--- config.mk ---
export PLATFORM = sky130hd
export DESIGN_NAME = fc_engine
export DESIGN_NICKNAME = d
export VERILOG_FILES = /design/src/rtl/fc_pkg.sv /design/src/rtl/fc_mac_lane.sv /design/src/rtl/fc_engine.sv
export SDC_FILE = /design/constraint.sdc
export NUM_CORES = 2
export LEC_CHECK = 0
export BUFFER_PORTS_ARGS = -buffer_cell sky130_fd_sc_hd__buf_4
export CORE_UTILIZATION = 40
export CTS_CLUSTER_DIAMETER = 200
export DETAILED_ROUTE_END_ITERATION = 8
export PLACE_DENSITY_LB_ADDON = 0.05
export SETUP_SLACK_MARGIN = 0.4
export SYNTH_ARGS = -nofsm -noshare
export SYNTH_HDL_FRONTEND = slang
export SYNTH_SLANG_ARGS = --single-unit
--- constraint.sdc ---
create_clock -name clk -period 48.4 [get_ports clk]
set_input_delay 2.42 -clock clk [delete_from_list [all_inputs] [get_ports clk]]
set_output_delay 2.42 -clock clk [all_outputs]
set_load 0.02 [all_outputs]
--- src/rtl/fc_pkg.sv ---
// Shared definitions for the fully-connected layer engine.
package fc_pkg;

  typedef enum logic [2:0] {
    ST_IDLE,
    ST_LOAD,
    ST_MAC,
    ST_BIAS,
    ST_OUT
  } fc_state_e;

  localparam logic [31:0] FP_ZERO = 32'h0000_0000;
  localparam int unsigned FP_SIGN = 31;

  // Never returns less than 1 so single-entry counters still get a bit.
  function automatic int unsigned fc_clog2(input int unsigned value);
    int unsigned r;
    r = 1;
    while ((32'd1 << r) < value) r = r + 1;
    return r;
  endfunction

endpackage

--- src/rtl/fc_mac_lane.sv ---
// fp32 multiply-accumulate lane: acc += a*w per beat, acc += bias on request.
module fc_mac_lane
  import fc_pkg::*;
(
  input  logic        clk,
  input  logic        rst,
  input  logic        clear,
  input  logic        en,
  input  logic        bias_en,
  input  logic [31:0] a,
  input  logic [31:0] w,
  input  logic [31:0] bias,
  output logic [31:0] acc
);

  // Denormals flush to zero, mantissa is truncated, overflow saturates to Inf.
  function automatic logic [31:0] fp_mul(input logic [31:0] x, input logic [31:0] y);
    logic [47:0] prod;
    logic        s;
    int          e;
    s = x[31] ^ y[31];
    if (x[30:23] == 8'd0 || y[30:23] == 8'd0) return {s, 31'd0};
    prod = 48'({1'b1, x[22:0]}) * 48'({1'b1, y[22:0]});
    e = int'(x[30:23]) + int'(y[30:23]) - 127;
    if (prod[47]) begin
      prod = prod >> 24;
      e = e + 1;
    end else begin
      prod = prod >> 23;
    end
    if (e <= 0) return {s, 31'd0};
    if (e >= 255) return {s, 8'hFF, 23'd0};
    return {s, 8'(e), 23'(prod)};
  endfunction

  function automatic logic [31:0] fp_add(input logic [31:0] p, input logic [31:0] q);
    logic [31:0] x;
    logic [31:0] y;
    logic [26:0] mx;
    logic [26:0] my;
    logic [26:0] sum;
    int          e;
    int          d;
    if (p[30:23] == 8'd0) return q;
    if (q[30:23] == 8'd0) return p;
    if (p[30:0] >= q[30:0]) begin
      x = p;
      y = q;
    end else begin
      x = q;
      y = p;
    end
    // Hidden bit sits at 25; two extra low bits keep alignment precision.
    mx = {2'b01, x[22:0], 2'b00};
    my = {2'b01, y[22:0], 2'b00};
    d  = int'(x[30:23]) - int'(y[30:23]);
    my = (d > 26) ? '0 : (my >> d);
    e  = int'(x[30:23]);
    sum = (x[31] == y[31]) ? (mx + my) : (mx - my);
    if (sum == '0) return FP_ZERO;
    if (sum[26]) begin
      sum = sum >> 1;
      e = e + 1;
    end else begin
      for (int unsigned k = 0; k < 26; k++) begin
        if (!sum[25]) begin
          sum = sum << 1;
          e = e - 1;
        end
      end
    end
    if (e <= 0) return {x[31], 31'd0};
    if (e >= 255) return {x[31], 8'hFF, 23'd0};
    return {x[31], 8'(e), 23'(sum >> 2)};
  endfunction

  always_ff @(posedge clk or posedge rst) begin
    if (rst) begin
      acc <= FP_ZERO;
    end else if (clear) begin
      acc <= FP_ZERO;
    end else if (en) begin
      acc <= fp_add(acc, fp_mul(a, w));
    end else if (bias_en) begin
      acc <= fp_add(acc, bias);
    end
  end

endmodule

--- src/rtl/fc_engine.sv ---
// Fully-connected layer engine: buffers one feature vector, then streams
// weights/bias per neuron and emits y[n] = sum(x[i]*w[n][i]) + b[n].
module fc_engine
  import fc_pkg::*;
#(
  parameter int BIT     = 32,
  parameter int IN_LEN  = 32,
  parameter int OUT_LEN = 10,
  parameter int RELU    = 0
) (
  input  logic                         clk,
  input  logic                         rst_,
  input  logic                         start,
  input  logic [BIT-1:0]               in_data,
  input  logic                         in_valid,
  output logic                         in_ready,
  input  logic [BIT-1:0]               w_data,
  input  logic                         w_valid,
  output logic                         w_ready,
  input  logic [BIT-1:0]               b_data,
  input  logic                         b_valid,
  output logic                         b_ready,
  output logic [BIT-1:0]               out_data,
  output logic [fc_clog2(OUT_LEN)-1:0] out_idx,
  output logic                         out_valid,
  input  logic                         out_ready,
  output logic                         busy,
  output logic                         done
);

  localparam int unsigned IW = fc_clog2(IN_LEN);
  localparam int unsigned NW = fc_clog2(OUT_LEN);
  localparam logic [IW-1:0] I_LAST = IW'(IN_LEN - 1);
  localparam logic [NW-1:0] N_LAST = NW'(OUT_LEN - 1);

  fc_state_e      state;
  fc_state_e      state_nx;
  logic [IW-1:0]  i;
  logic [NW-1:0]  n;
  logic [BIT-1:0] feat_buf [IN_LEN];
  logic [BIT-1:0] acc;
  logic           lane_clear;
  logic           last_out;

  always_comb begin
    state_nx   = state;
    in_ready   = 1'b0;
    w_ready    = 1'b0;
    b_ready    = 1'b0;
    out_valid  = 1'b0;
    lane_clear = 1'b0;
    last_out   = 1'b0;
    case (state)
      ST_IDLE: if (start) state_nx = ST_LOAD;
      ST_LOAD: begin
        in_ready = 1'b1;
        if (in_valid && i == I_LAST) begin
          state_nx   = ST_MAC;
          lane_clear = 1'b1;
        end
      end
      ST_MAC: begin
        w_ready = 1'b1;
        if (w_valid && i == I_LAST) state_nx = ST_BIAS;
      end
      ST_BIAS: begin
        b_ready = 1'b1;
        if (b_valid) state_nx = ST_OUT;
      end
      ST_OUT: begin
        out_valid = 1'b1;
        if (out_ready) begin
          if (n == N_LAST) begin
            state_nx = ST_IDLE;
            last_out = 1'b1;
          end else begin
            state_nx   = ST_MAC;
            lane_clear = 1'b1;
          end
        end
      end
      default: state_nx = ST_IDLE;
    endcase
  end

  // i wraps to 0 on its last beat, so it is already cleared for the next phase.
  always_ff @(posedge clk or posedge rst_) begin
    if (rst_) begin
      state <= ST_IDLE;
      i     <= '0;
      n     <= '0;
      done  <= 1'b0;
    end else begin
      state <= state_nx;
      done  <= last_out;
      if ((in_ready && in_valid) || (w_ready && w_valid))
        i <= (i == I_LAST) ? '0 : i + IW'(1);
      if (out_valid && out_ready)
        n <= (n == N_LAST) ? '0 : n + NW'(1);
    end
  end

  always_ff @(posedge clk) begin
    if (in_ready && in_valid) feat_buf[i] <= in_data;
  end

  fc_mac_lane u_lane (
    .clk     (clk),
    .rst     (rst_),
    .clear   (lane_clear),
    .en      (w_ready && w_valid),
    .bias_en (b_ready && b_valid),
    .a       (feat_buf[i]),
    .w       (w_data),
    .bias    (b_data),
    .acc     (acc)
  );

  assign out_data = (RELU != 0 && acc[FP_SIGN]) ? FP_ZERO : acc;
  assign out_idx  = n;
  assign busy     = (state != ST_IDLE);

endmodule

==> flow_summary.ini <==
[timing]
fmax_mhz = 22.48
setup_violations = 0
hold_violations = 0
max_slew_margin_pct = 3.051
worst_slew_pin_slew_ns = 1.441
fin_crit_ns = 44.49
clock_skew_ns = 0.1029
finalMaxSlewViolations = 0
grt_setup_unrepaired = no
setup_tns_ns = 0
final.period_utilization_pct = 91.93

[synthesis]
ys_ff_latch = 1069
syn_area_per_cell_sq_um = 8.698
synth_flop_cell = edfxtp_1
yosysSeqAreaShare_pct = 25.42
ys_types = 159
synth.cell_area_sq_um = 125400
synth-edff-count = 1024
syn_nets = 15420
async_reset_ff_share_pct = 4.210
syn_inst = 14420
yosysWarnings = 0

[routing]
via_per_inst = 6.354
ant_nets = 0
vias = 117700
dr.pass1.iters = 9
drt_iter0_drc = 11450
routedWlPerCell_microns = 27.78
drc_errors = 0
wl_mm = 514.5

[critical_path]
worst_r2r_path_depth = 171
crit_arrival_ns = 45.17
crit_type = reg2reg
setup.worst_path.start_class = flip-flop
slowest_stage = nor4_1
max_stage_delay_ns = 1.22
cp.required_ns = 49.08
cp-end-kind = flip-flop
crit_top_cell = ha_1
crit_fanout = 63

[die]
ioPinCount = 145
die_h_microns = 561.9
initial_core_util_pct = 40.20
core-area_sq_um = 311900
rows = 205
fp.dieArea_sq_um = 315700
die-width_microns = 561.9

[global_route]
grt_pass1_vias = 112500
grt_max_degree = 115
antenna_found_initial = 27
overflow = 0
grt_first_pass_wirelength_mm = 756.8
gr-usage-all-layers_pct = 31.53

[clock_tree]
cts.reportedPaths.clkPinSlew_ns = 0.06
cts_made_buffers = 106
hold_buffers = 0
clockBufferDepth = 3
insertion_delay_ns = 0.79
numClockSinks = 1069
htreeDepth = 3
cts_tree = built
cts_root_buffer = clkbuf_16

[hold_path]
hold_path_class = reg2reg
hold_depth = 1

[cells_and_area]
drive_gt1_share_pct = 9.069
fin_nets = 15290
areaGrowthSynthToFinish_pct = 7.772

[place]
numPortBuffers = 144
gp_congestion = 1.001
dpl.hpwl_mm = 394.1

[run]
max-cap-violations = 0

[run_status]
status = complete, no violations
[registers in the layout, summed over array words and instances, names as in the netlist]
register,count
done,1
feat_buf,1024
i,5
out_idx,4
state,3
u_lane.acc,32
[layout make-up]
type	instances	area [sq um]
repair buffers	454	3430
clock buffers	128	2735
multi-input cells	11800	88070
flip-flops and latches	1069	31880
fillers	31020	176800
well taps	4140	5180
clock inverters	66	594.3
inverters	851	3197
diodes	14	35.03
[through the flow]
step | cell area, sq um | hold slack, ns | instances | util, % | worst slack, ns
after CTS | 135100 | 0.5427 | 18510 | 43.30 | 3.535
after detailed placement | 131700 | 0.5321 | 18310 | 42.24 | 3.641
after global placement | 131700 | 0.5214 | 18310 | 42.24 | 4.359
after floorplan | 125400 | 0.5888 | 14420 | - | 8.577
final | 135100 | 0.5492 | 18520 | 43.32 | 3.907
after global routing | 135100 | 0.5641 | 18520 | 43.32 | 0.6308
[synthesized netlist by cell type, types with 51 or more instances]
library cell | number | share of area (%)
or3_1 | 176 | 0.88
nand2b_1 | 121 | 0.60
xor2_1 | 274 | 1.9
or4_1 | 80 | 0.48
nor3b_1 | 57 | 0.34
mux4_2 | 188 | 3.4
or2_2 | 103 | 0.51
a211o_1 | 69 | 0.48
clkbuf_1 | 512 | 1.5
nor4_1 | 203 | 1.0
o221ai_1 | 61 | 0.43
a211oi_1 | 214 | 1.3
o2111ai_1 | 60 | 0.42
mux2_2 | 64 | 0.57
o21bai_1 | 51 | 0.31
fa_1 | 485 | 7.7
o21ai_1 | 70 | 0.28
xnor2_1 | 685 | 4.8
o22ai_1 | 128 | 0.64
a22oi_1 | 145 | 0.87
nand3_1 | 512 | 2.0
o21ai_0 | 590 | 2.4
nor3_1 | 538 | 2.1
buf_2 | 100 | 0.40
and4_1 | 59 | 0.41
and3_1 | 209 | 1.0
o21a_1 | 111 | 0.66
ha_1 | 421 | 4.2
nor2_1 | 1099 | 3.3
nand2_1 | 1409 | 4.2
o31ai_1 | 125 | 0.75
o211ai_1 | 186 | 1.1
buf_1 | 66 | 0.20
and2_1 | 440 | 2.2
a21oi_1 | 698 | 2.8
a31oi_1 | 150 | 0.75
inv_1 | 841 | 2.5
edfxtp_1 | 1024 | 25
a21o_1 | 168 | 1.0
nor2b_1 | 68 | 0.34
nand4_1 | 289 | 1.4
mux2i_1 | 332 | 2.7
[metal layers]
metal	global-route usage (%)	up-vias	part of all wire, %
li1	-	53570	-
met1	45.25	59130	46
met2	48.95	4387	44
met3	3.394	612	6.3
met4	11.29	4	4.1
met5	0	-	0.0056
[layout by cell type (no fill, tap or decap), types with 64 or more instances in the layout]
cell and count:
a211o_1 69, nor4_1 201, ha_1 421, a211oi_1 212, a21oi_1 698, or4_1 80
a21o_1 168, o22ai_1 127, o31ai_1 125, o21ai_1 70, nor2_1 1058, a22oi_1 145
o211ai_1 186, nand2b_1 121, mux4_2 188, clkbuf_16 106, nor2b_1 67, and3_1 208
nor3_1 531, o21ai_0 590, fa_1 485, and2_1 439, or2_2 103, or3_1 176
nand3_1 512, xor2_1 270, a31oi_1 150, nand4_1 289, buf_4 451, xnor2_1 679
nand2_1 1408, inv_1 840, edfxtp_1 1024, mux2_2 64, o21a_1 111, mux2i_1 332
[final timing paths]
path / endpoint / from / slack (ns)
setup / recovery: u_lane.acc[12]$_DFFE_PP0P_ / i[0]$_DFFE_PP0P_ / 3.91
hold / removal: out_idx[2]$_DFFE_PP0P_ / out_idx[2]$_DFFE_PP0P_ / 0.55
setup reg to reg: u_lane.acc[12]$_DFFE_PP0P_ / i[0]$_DFFE_PP0P_ / 3.91
hold reg to reg: out_idx[2]$_DFFE_PP0P_ / out_idx[2]$_DFFE_PP0P_ / 0.55
max in group asynchronous: i[0]$_DFFE_PP0P_ / rst_ / 45.83
min in group asynchronous: out_idx[2]$_DFFE_PP0P_ / rst_ / 1.88
[kinds of logic (layout without fill, tap and decap cells)]
family          after synthesis  in the layout  synth area share, %
other cells                   0             14                    0
compound gates             3554           3554                19.80
simple gates               5719           5719                23.57
flops                      1069           1069                25.42
buf+inv                    1546           1499                4.797
xor+xnor                   1029           1029                7.786
fa+ha+maj                   910            910                11.98
mux                         588            588                6.646
[worst max-delay path, delay by kind of cell (launching register included)]
kind	cells	cell delay, ns
AOI/OAI and AO/OA	57	13.97
xor gates and xnor gates	5	1.14
adders and majority gates	33	11.90
buffers and inverters	16	3.45
DFF	1	0.90
muxes	5	1.43
and+or+nand+nor	55	11.27
[repair_timing]
action / CTS / global route
gates resized for setup: 0 / 5
endpoints found under the setup margin: 0 / 31
buffers inserted: 0 / 0
endpoints found under the hold margin: 0 / 0
Power is left out: the tool's default activity adds up to more than one toggle a clock period on the data nets, which glitch-free logic cannot reach.
